File: src/rtl/uart_sched_pkg.sv
// Shared types and defaults for the UART transmit scheduler.
// Holds sequencer state codes, default sizing constants and the level width helper.
package uart_sched_pkg;

    localparam int DEF_NREQ    = 2;
    localparam int DEF_DEPTH   = 8;
    localparam int DEF_TIMEOUT = 1_000_000;

    typedef logic [1:0] state_t;

    localparam state_t S_IDLE  = 2'd0;
    localparam state_t S_START = 2'd1;
    localparam state_t S_WAIT  = 2'd2;

    // Occupancy needs one extra bit so that "full" (level == depth) is representable.
    function automatic int level_w(input int depth);
        return $clog2(depth) + 1;
    endfunction

endpackage

File: src/rtl/uart_sched_fifo.sv
// Byte FIFO for the UART transmit scheduler: DEPTH x 8 circular buffer.
// Ports: clk, reset, push/push_data, pop, head (current front byte), level, full, empty.
module uart_sched_fifo
    import uart_sched_pkg::*;
#(
    parameter int DEPTH = DEF_DEPTH
) (
    input  logic                      clk,
    input  logic                      reset,
    input  logic                      push,
    input  logic [7:0]                push_data,
    input  logic                      pop,
    output logic [7:0]                head,
    output logic [level_w(DEPTH)-1:0] level,
    output logic                      full,
    output logic                      empty
);

    localparam int AW = $clog2(DEPTH);
    localparam int LW = level_w(DEPTH);

    logic [7:0]    mem [DEPTH];
    logic [AW-1:0] wr_ptr;
    logic [AW-1:0] rd_ptr;
    logic          do_push;
    logic          do_pop;

    assign full    = (level == LW'(DEPTH));
    assign empty   = (level == '0);
    assign do_push = push && !full;
    assign do_pop  = pop && !empty;
    assign head    = mem[rd_ptr];

    // DEPTH is a power of two, so pointer overflow is the wrap.
    always_ff @(posedge clk or posedge reset) begin
        if (reset) begin
            wr_ptr <= '0;
            rd_ptr <= '0;
            level  <= '0;
        end else begin
            if (do_push) begin
                wr_ptr <= wr_ptr + AW'(1);
            end
            if (do_pop) begin
                rd_ptr <= rd_ptr + AW'(1);
            end
            unique case ({do_push, do_pop})
                2'b10:   level <= level + LW'(1);
                2'b01:   level <= level - LW'(1);
                default: level <= level;
            endcase
        end
    end

    // Storage needs no reset; pointers and level define what is valid.
    always_ff @(posedge clk) begin
        if (do_push) begin
            mem[wr_ptr] <= push_data;
        end
    end

endmodule

File: src/rtl/uart_tx_scheduler.sv
// Shares one UART sender between NREQ byte producers: round-robin arbiter, FIFO, sequencer.
// Ports: req_valid/req_data/req_ready (producers), tx_start/tx_data/tx_done (sender), busy, level, sent_pulse, timeout_err.
module uart_tx_scheduler
    import uart_sched_pkg::*;
#(
    parameter int NREQ    = DEF_NREQ,
    parameter int DEPTH   = DEF_DEPTH,
    parameter int TIMEOUT = DEF_TIMEOUT
) (
    input  logic                      clk,
    input  logic                      reset,
    input  logic [NREQ-1:0]           req_valid,
    input  logic [8*NREQ-1:0]         req_data,
    output logic [NREQ-1:0]           req_ready,
    output logic                      tx_start,
    output logic [7:0]                tx_data,
    input  logic                      tx_done,
    output logic                      busy,
    output logic [level_w(DEPTH)-1:0] level,
    output logic                      sent_pulse,
    output logic                      timeout_err
);

    localparam int GW = (NREQ > 1) ? $clog2(NREQ) : 1;
    localparam int CW = (TIMEOUT > 1) ? $clog2(TIMEOUT) : 1;

    logic [GW-1:0] last_grant;
    logic [GW-1:0] grant_idx;
    logic [GW-1:0] cand;
    logic          grant_any;
    logic          push;
    logic [7:0]    push_data;
    logic          pop;
    logic [7:0]    head;
    logic          full;
    logic          empty;
    state_t        state;
    logic [CW-1:0] cnt;

    // Round-robin search starting just after the last requester served.
    always_comb begin
        grant_any = 1'b0;
        grant_idx = '0;
        cand      = '0;
        for (int i = 0; i < NREQ; i++) begin
            cand = GW'((int'(last_grant) + 1 + i) % NREQ);
            if (!grant_any && req_valid[cand]) begin
                grant_any = 1'b1;
                grant_idx = cand;
            end
        end
    end

    // Ready looks only at the registered level, never at a same-cycle pop.
    always_comb begin
        req_ready = '0;
        if (!reset && !full && grant_any) begin
            req_ready[grant_idx] = 1'b1;
        end
    end

    assign push      = |req_ready;
    assign push_data = req_data[{grant_idx, 3'b000} +: 8];

    always_ff @(posedge clk or posedge reset) begin
        if (reset) begin
            last_grant <= GW'(NREQ - 1);
        end else if (push) begin
            last_grant <= grant_idx;
        end
    end

    uart_sched_fifo #(
        .DEPTH(DEPTH)
    ) u_fifo (
        .clk      (clk),
        .reset    (reset),
        .push     (push),
        .push_data(push_data),
        .pop      (pop),
        .head     (head),
        .level    (level),
        .full     (full),
        .empty    (empty)
    );

    assign pop      = (state == S_IDLE) && !empty;
    assign tx_start = (state == S_START);
    assign busy     = (state != S_IDLE) || !empty;

    // tx_done is only honoured in S_WAIT; late completions from a frame
    // abandoned by reset or timeout fall into IDLE/START and are dropped.
    always_ff @(posedge clk or posedge reset) begin
        if (reset) begin
            state       <= S_IDLE;
            tx_data     <= 8'h00;
            cnt         <= '0;
            sent_pulse  <= 1'b0;
            timeout_err <= 1'b0;
        end else begin
            sent_pulse <= 1'b0;
            unique case (state)
                S_IDLE: begin
                    if (!empty) begin
                        tx_data <= head;
                        state   <= S_START;
                    end
                end
                S_START: begin
                    cnt   <= '0;
                    state <= S_WAIT;
                end
                S_WAIT: begin
                    if (tx_done) begin
                        sent_pulse <= 1'b1;
                        state      <= S_IDLE;
                    end else if (cnt == CW'(TIMEOUT - 1)) begin
                        timeout_err <= 1'b1;
                        state       <= S_IDLE;
                    end else begin
                        cnt <= cnt + CW'(1);
                    end
                end
                default: begin
                    state <= S_IDLE;
                end
            endcase
        end
    end

endmodule

File: config.mk
export PLATFORM = sky130hd
export DESIGN_NAME = uart_tx_scheduler
export DESIGN_NICKNAME = d
export VERILOG_FILES = /design/src/rtl/uart_sched_pkg.sv /design/src/rtl/uart_sched_fifo.sv /design/src/rtl/uart_tx_scheduler.sv
export SDC_FILE = /design/constraint.sdc
export NUM_CORES = 1
export LEC_CHECK = 0
export BUFFER_PORTS_ARGS = -buffer_cell sky130_fd_sc_hd__buf_2
export CAP_MARGIN = 10
export CORE_MARGIN = 2
export CORE_UTILIZATION = 55
export CTS_CLUSTER_SIZE = 20
export DETAILED_ROUTE_END_ITERATION = 10
export PLACE_DENSITY = 0.74
export REMOVE_ABC_BUFFERS = 1
export SLEW_MARGIN = 20
export SYNTH_ARGS = -nofsm -noshare
export SYNTH_HDL_FRONTEND = slang
export SYNTH_SLANG_ARGS = --single-unit
File: constraint.sdc
create_clock -name clk -period 2.75 [get_ports clk]
set_input_delay 0.4125 -clock clk [delete_from_list [all_inputs] [get_ports clk]]
set_output_delay 0.4125 -clock clk [all_outputs]
set_load 0.05 [all_outputs]
# Yosys cells after proc, flatten, opt, wreduce, memory -nomap -nowiden
# Memories as Yosys holds them, arrays and structs flattened. A register that Yosys moved wholly into a read port is not among the register bits.
# Index checks and enable logic that the tools add are counted.
# totals
regBits	35
mem_bits_rw	64
word_cells	78
n_memories	1
# classes
add_sub_neg	7
magnitude_cmp	4
n_eq_ne	10
n_shift	1
n_mux	23
bitwise	2
reduce_logical	22
# memory_table
memory	depth	width	read_ports	rd_ports_with_merged_regs	write_ports	line_no	source
u_fifo.mem	8	8	1	1	1	uart_sched_fifo.sv:22	logic [7:0] mem [DEPTH];
# op_table
op	count
$mux W20	2
$pmux W20 S2	1
$add A20 B1 Y20 const B	1
$eq A20 B20 Y1 const B	1
$shiftx A16 B5 Y8	1
$mux W1	13
$mux W2	4
$pmux W4 S2	1
$logic_and A1 B1 Y1	7
$add A3 B1 Y3 const B	2
$lt A1 B2 Y1 const B	3
$ne A2 B2 Y1 const B	3
$pmux W2 S3	1
$reduce_and A3 Y1	2
$reduce_bool A2 Y1	3
$add A4 B1 Y4 const B	1
$eq A2 B1 Y1 const B	2
$eq A2 B2 Y1 const B	2
$eq A4 B4 Y1 const B	1
$logic_not A1 Y1	4
$logic_not A4 Y1	1
$reduce_and A2 Y1	2
$sub A4 B1 Y4 const B	1
$ne A3 B3 Y1 const B	1
7 further kinds	9

# Logic depth before layout (Yosys ltp)
# Gate-level depths: netlist of run 1.
# depth
ltp_word	16
ltp_mapped	11

# Modules after synthesis
# A second synthesis of run 1 with hierarchy kept.
# unflattened
cells_unflattened	345
area_unflattened_um2	5047.3
# by_module_without_submodules
mod	instances	cells_per_inst	area_each_um2	seq_area_each_um2
uart_sched_fifo	1	161	3138.0	2172.1
uart_tx_scheduler	1	184	1909.3	827.0

# Least setup slack after synthesis of run 1
# OpenSTA, ideal clock, no wires.
# synth_timing
kind	reg-to-reg
startpoint	reg u_fifo.level[0]
endpoint	mem u_fifo.mem[4][0] (enable)
arrival_time_ns	2.326
setup_slack_ns	0.026
stages_incl_launch_ff	5
n_path_buf	0
period_less_slack_ns	2.724
cell_sequence	dfrtp_1 -> nor3_1 -> a211oi_2 -> inv_2 -> nor4b_1
# synth_via
elab_chain_len	9
# synth_lines
item	line_no	source
start, declared	uart_sched_fifo.sv:14	output logic [level_w(DEPTH)-1:0] level,
start signal, assigned	uart_sched_fifo.sv:48	2'b10: level <= level + LW'(1);
start signal, assigned	uart_sched_fifo.sv:49	2'b01: level <= level - LW'(1);
start signal, assigned	uart_sched_fifo.sv:50	default: level <= level;
$eq A4 B4 Y1 *	uart_sched_fifo.sv:28	assign full = (level == LW'(DEPTH));
$logic_not A1 Y1 *	uart_sched_fifo.sv:30, uart_tx_scheduler.sv:57	
$logic_and A1 B1 Y1 (2 in a row)	uart_tx_scheduler.sv:57	if (!reset && !full && grant_any) begin
$mux W2	uart_tx_scheduler.sv:57	
$reduce_or A2 Y1	uart_tx_scheduler.sv:62	assign push = |req_ready;
$logic_and A1 B1 Y1 *	uart_sched_fifo.sv:30	assign do_push = push && !full;
$mux W1 *	uart_sched_fifo.sv:57	if (do_push) begin
$mux W1 (implied by the code) *	uart_sched_fifo.sv:58	mem[wr_ptr] <= push_data;
end, declared	uart_sched_fifo.sv:22	
# Mark *: on every way between the ends. The rest lies on a longest branch, timed or not.

# Worst setup path after layout of run 1
# layout_timing
startpoint	reg u_fifo.level[0]
endpoint	reg u_fifo.level[3]
# layout_via
elab_chain_len	9
elab_cells_between_ends	17
# layout_lines
item	line_no	source
$eq A4 B4 Y1	uart_sched_fifo.sv:28	
$logic_not A1 Y1	uart_sched_fifo.sv:30, uart_tx_scheduler.sv:57	
$logic_and A1 B1 Y1 (2 in a row)	uart_tx_scheduler.sv:57	
$mux W2	uart_tx_scheduler.sv:57	
$reduce_or A2 Y1	uart_tx_scheduler.sv:62	
$logic_and A1 B1 Y1	uart_sched_fifo.sv:30	
$eq A2 B1 Y1 or $eq A2 B2 Y1 (tied branches)	uart_sched_fifo.sv:47	unique case ({do_push, do_pop})
$pmux W4 S2 or $reduce_bool A2 Y1 (tied branches)	-	
# Several ways; a longest one is shown, not always the timed one.
# A chain may end at the register's enable or synchronous reset.

==> run_results.csv, run 1 <==
group,metric,value,unit
timing,finalCriticalPeriod,2.50,ns
power,p_leak,2.12,nW
worst_setup_path,path_cells,"nor3_1, a211oi_2, inv_2, ha_1, ha_1, a21o_1, a21oi_1, xnor2_1, nor2_1, xor2_1",
global_route,grt_pass1_wl,14.3,mm
clock_network,cts_tree,"built",
clock_network,clockBufferDepth,2,
clock_network,htreeDepth,3,
floorplan,start_util,0.561,
final_layout,drive_gt1_frac,0.271,
drt,vias_per_cell,5.66,
clock_network,postCtsSetupRepairBufs,0,
power,clock_power_share,0.184,
yosys,synthDistinctLibCells,56,
final_layout,seq_area,0.00300,mm^2
yosys,synthArstFlopShare,0.402,
place,portBuffers,38,
global_route,grt-ovfl-total,0,
worst_setup_path,r2r_slack,0.25,ns
power,p_comb_frac,0.378,
final_layout,multi_input_area,0.00175,mm^2
drt,routed_wl,8.75,mm
worst_setup_path,crit_start,"u_fifo.level[0]",
timing,period_share,0.910,
final_layout,final_common_cell,"edfxtp_1",
worst_setup_path,end_kind,"flip-flop",
worst_setup_path,r2r_start,"u_fifo.level[0]",
worst_hold_path,hold_class,"primary input to async pin",
power,sequentialPowerShare,0.438,
power,p_int,3.18,mW
timing,final-max-slew-violation-count,0,
worst_setup_path,r2r_end,"u_fifo.level[3]",
final_layout,nFillCells,653,
power,power_switching_share,0.391,
worst_setup_path,crit_end,"u_fifo.level[3]",
worst_setup_path,cp_max_fo,9,
timing,finalHoldViolCount,0,
yosys,yosys.area.top_type,"edfxtp_1",
worst_setup_path,crit_type,"flip-flop to flip-flop",
power,p_switching,2.04,mW
clock_network,clk_latency,0.37,ns
timing,tightestPinTransition,0.828,ns
drt,avgRoutedWirePerCell,17.0,um
floorplan,core,0.00864,mm^2
floorplan,dieArea,0.00958,mm^2
worst_setup_path,critPathSlowestCell,"dfrtp_1",
worst_setup_path,start_kind,"flip-flop",
worst_setup_path,cp.arrival,2.77,ns
place,placed_cell_area,0.00524,mm^2
yosys,synth_edf_count,64,
timing,finClkSkew,0.0149,ns
flow_run,maxCapViolCount,0,
yosys,syn_area,0.00484,mm^2
drt,drc,0,
drt,postRouteAntennaNets,0,
clock_network,clk_pin_slew_worst_paths,0.11,ns
timing,rsz0062_at_grt,"false",
final_layout,final_cell_area,0.00544,mm^2
global_route,grt_max_degree,22,
drt,dr.pass1.iters,4,
final_layout,most-common-layout-cells,"edfxtp_1 (64), nand2_1 (42), dfrtp_1 (42)",
final_layout,antenna_cells,0,
worst_setup_path,path_common_cell,"ha_1",
global_route,grt_pass1_vias,2826,
final_layout,final_core_util,0.630,
yosys,netlist_instances,350,
global_route,grt_util_all_layers,0.195,
place,hpwl,6.05,mm
place,gp_congestion,0.837,
global_route,antenna_found_initial,0,
timing,setup_violations,0,
drt,dr_total_vias,2907,
timing,fmax,0.399,GHz
clock_network,cts-buffers-inserted,9,
final_layout,syn2layout_area_growth,12.3,%
floorplan,die_y,97.9,um
floorplan,ios,39,
worst_setup_path,cp_top_family,"compound AO/OA/AOI/OAI gates",
yosys,synth-seq-cells,107,
yosys,syn_area_per_cell,13.8,um^2
worst_setup_path,reg2reg_depth,10,
power,p_per_area,959,mW/mm^2
power,irDropWorstVdd,0.000665,V
timing,relSlewSlack,0.448,
clock_network,cts.sinks,107,
worst_setup_path,critical-path-max-stage-delay,0.50,ns
drt,initialDrtViolationCount,173,
yosys,synthFlopType,"edfxtp_1",
clock_network,root_buffer,"clkbuf_8",
final_layout,fin_nets,433,
worst_setup_path,path_buf_inv,1,
clock_network,postCtsHoldBufs,0,
yosys,yosys-top-cells-area,"edfxtp_1 (40%), dfrtp_1 (22%), mux4_2 (7.4%)",
clock_network,post_cts_resized,0,
floorplan,rows,34,
floorplan,fp.dieW,97.9,um
yosys,synth-seq-area-share,0.619,
yosys,yosys.area.top_type_share,0.397,
yosys,synth_warnings,0,
worst_setup_path,cp.depth,10,
outcome,status,"complete, no violations",
worst_setup_path,required,3.01,ns
## synth_stat cells, types with 6 or more instances
master and number:
mux2i_1 10, edfxtp_1 64, nand3_1 14, mux2_2 8, mux4_2 16, o21ai_0 10, nand2_1 42, xnor2_1 9
inv_1 13, o21ai_1 9, nand4_1 6, a21oi_1 6, nor2_1 12, dfrtp_1 42, ha_1 10, nor3_1 6
## per-layer routing
layer	vias up	GRT usage	wire length [um]
met4	0	0.0652	129
met2	70	0.315	4190
met5	-	0	0
met1	1420	0.270	3960
met3	8	0.0379	467
li1	1409	-	-
## registers in the layout, summed over array words and instances, names as in the netlist
register       flops
u_fifo.mem        64
u_fifo.wr_ptr      3
u_fifo.rd_ptr      3
tx_data            8
sent_pulse         1
last_grant         1
u_fifo.level       4
timeout_err        1
state              2
cnt               20
## worst reg2reg max path: stages (launching register included)
cell and delay [ns]:
dfrtp_1 0.50, nor3_1 0.11, a211oi_2 0.38, inv_2 0.17, ha_1 0.26, ha_1 0.28
a21o_1 0.18, a21oi_1 0.17, xnor2_1 0.14, nor2_1 0.07, xor2_1 0.14
## cells by family (layout without fill, tap and decap cells)
group                      count (synthesis)  count (layout)  share of synthesized area
and+or+nand+nor                          112             112                      0.123
buffers and inverters                     27              83                     0.0253
muxes                                     36              36                      0.118
xor gates and xnor gates                  14              14                     0.0253
AOI/OAI and AO/OA                         43              43                     0.0586
adders and majority gates                 11              11                     0.0300
DFF                                      107             107                      0.619
## metrics by stage
stage                     cells  setup TNS, ns  hold WS, ns  total power [mW]  setup WS (ns)
after global routing        514              0       0.0828              5.55         0.0942
after global placement      498              0        0.434              4.25          0.334
after detailed placement    498              0        0.441              4.31          0.259
after CTS                   514              0       0.0633              5.27          0.231
final                       514              0       0.0537              5.22          0.247
after floorplan             337         -0.366        0.491              3.73         -0.366
## layout make-up
class	instances	share of cell area
Inverter	14	0.00966
Multi-Input combinational cell	216	0.321
Clock inverter	6	0.0120
Timing Repair Buffer	53	0.0557
Sequential cell	107	0.551
Clock buffer	10	0.0253
Tap cell	108	0.0248
## how the worst min path moves through the flow
stage | to | slack [ns] | from | depth (start not counted)
5_1_grt | state[1] | 0.08 | reset | 2
6_report | u_fifo.level[2] | 0.05 | reset | 2
3_3_place_gp | timeout_err | 0.43 | timeout_err | 1
2_1_floorplan | cnt[19] | 0.49 | cnt[19] | 2
3_5_place_dp | timeout_err | 0.44 | timeout_err | 1
4_1_cts | u_fifo.level[2] | 0.06 | reset | 2
## power groups by stage
stage          Combinational, mW  Clock (mW)  Sequential [mW]
6_report                    1.97       0.960             2.28
5_1_grt                     2.18        1.04             2.32
4_1_cts                     1.99       0.982             2.29
2_1_floorplan               1.12           0             2.61
3_5_place_dp                1.99           0             2.32
3_3_place_gp                1.95           0             2.30
No activity file was read; power rests on OpenSTA's default activity.
==> run 2, diff against run 1 <==
--- a/config.mk
+++ b/config.mk
@@ -11,6 +11,7 @@
 export CORE_UTILIZATION = 55
 export CTS_CLUSTER_SIZE = 20
 export DETAILED_ROUTE_END_ITERATION = 10
+export HOLD_SLACK_MARGIN = 0.15
 export PLACE_DENSITY = 0.74
 export REMOVE_ABC_BUFFERS = 1
 export SLEW_MARGIN = 20
==> run_results.csv, run 2 (synthesized netlist as in run 1, its figures left out) <==
group,metric,value,unit
timing,fin_ws,0.242,ns
drt,initialDrtViolationCount,151,
final_layout,drive_gt1_frac,0.270,
drt,avgRoutedWirePerCell,17.0,um
final_layout,fin_nets,434,
floorplan,core,0.00864,mm^2
timing,tightestPinTransition,0.802,ns
power,p_per_area,957,mW/mm^2
worst_setup_path,cp.arrival,2.77,ns
timing,fmax,0.399,GHz
timing,finalHoldViolCount,0,
clock_network,post_cts_resized,0,
final_layout,final_core_util,0.631,
floorplan,die_y,97.9,um
drt,postRouteAntennaNets,0,
floorplan,rows,34,
worst_hold_path,hold_class,"primary input to flip-flop",
floorplan,dieArea,0.00958,mm^2
floorplan,ios,39,
timing,finClkSkew,0.0145,ns
worst_setup_path,end_kind,"flip-flop",
global_route,grt_max_degree,22,
timing,finalCriticalPeriod,2.51,ns
global_route,grt_util_all_layers,0.195,
worst_setup_path,crit_type,"primary input to flip-flop",
timing,rsz0062_at_grt,"false",
drt,vias_per_cell,5.62,
timing,period_share,0.912,
clock_network,htreeDepth,3,
worst_setup_path,required,3.01,ns
global_route,grt-ovfl-total,0,
worst_setup_path,cp_max_fo,9,
place,portBuffers,38,
place,hpwl,6.05,mm
final_layout,syn2layout_area_growth,12.5,%
clock_network,cts.sinks,107,
flow_run,maxCapViolCount,0,
clock_network,root_buffer,"clkbuf_8",
drt,dr.pass1.iters,4,
final_layout,antenna_cells,0,
drt,drc,0,
clock_network,cts-buffers-inserted,9,
final_layout,largest_reg_flops,64,
drt,routed_wl,8.73,mm
clock_network,postCtsHoldBufs,1,
clock_network,clk_latency,0.37,ns
global_route,antenna_found_initial,0,
timing,setup_violations,0,
floorplan,start_util,0.561,
worst_setup_path,start_kind,"primary input",
clock_network,clockBufferDepth,2,
final_layout,final_common_cell,"edfxtp_1",
timing,relSlewSlack,0.466,
global_route,grt_pass1_wl,14.3,mm
floorplan,fp.dieW,97.9,um
clock_network,cts_tree,"built",
power,irDropWorstVdd,0.000665,V
drt,dr_total_vias,2895,
place,place_ws,0.259,ns
final_layout,top_register,"u_fifo.mem",
timing,final-max-slew-violation-count,0,
global_route,grt_pass1_vias,2822,
final_layout,top_regs,"u_fifo.mem (64), cnt (20), tx_data (8)",
timing,whs,0.321,ns
clock_network,clk_pin_slew_worst_paths,0.11,ns
outcome,status,"complete, no violations",
place,gp_congestion,0.837,
final_layout,most-common-layout-cells,"edfxtp_1 (64), nand2_1 (42), dfrtp_1 (42)",
clock_network,postCtsSetupRepairBufs,0,
power,p_leak,2.12,nW
-- run 2: changes by cell type in the layout (fill, tap and decap cells not counted) --
cell,previous run,this run
dlygate4sd3_1,0,1
-- run 2: metal layers --
metal | vias to the layer above | routed length (um) | global-route usage
met5 | - | 0 | 0
met4 | 0 | 91 | 0.0652
met3 | 6 | 404 | 0.0379
met2 | 66 | 4220 | 0.315
met1 | 1411 | 4020 | 0.270
li1 | 1412 | - | -
-- run 2: power by group --
| part | switching, mW | leakage (nW) | internal (mW) |
|---|---|---|---|
| registers | 0.276 | 1.14 | 2.01 |
| logic | 1.19 | 0.880 | 0.787 |
| clock network | 0.577 | 0.104 | 0.383 |
-- run 2: cell type report --
type / count / area [um^2]
clock buffer: 10 / 138
inverter: 14 / 52.6
tap: 108 / 135
fill: 652 / 3190
clock inverter: 6 / 65.1
multi-input combinational: 216 / 1750
timing repair buffer: 54 / 313
sequential: 107 / 3000
-- run 2: critical path: stages --
cell and delay [ns]:
dlygate4sd3_1 0.52, buf_2 0.13, a211oi_2 0.29, inv_2 0.17
ha_1 0.26, ha_1 0.28, a21o_1 0.18, a21oi_1 0.17
xnor2_1 0.14, nor2_1 0.07, xor2_1 0.14
-- run 2: metrics by stage --
stage | instances | TNS (ns) | cell area (um^2) | power [mW]
floorplan | 337 | -0.366 | 4770 | 3.73
global placement | 498 | 0 | 5240 | 4.25
detailed placement | 498 | 0 | 5240 | 4.31
CTS | 515 | 0 | 5450 | 5.27
global route | 515 | 0 | 5450 | 5.55
finish | 515 | 0 | 5450 | 5.22
-- run 2: worst paths after layout --
check	cells past startpoint	endpoint	start	slack (ns)
max	11	u_fifo.level[3]	reset	0.24
min	2	sent_pulse	tx_done	0.32
max reg2reg	10	u_fifo.level[3]	u_fifo.level[0]	0.24
min reg2reg	1	timeout_err	timeout_err	0.46
max in group asynchronous	4	cnt[18]	reset	1.59
min in group asynchronous	3	u_fifo.level[2]	reset	0.59
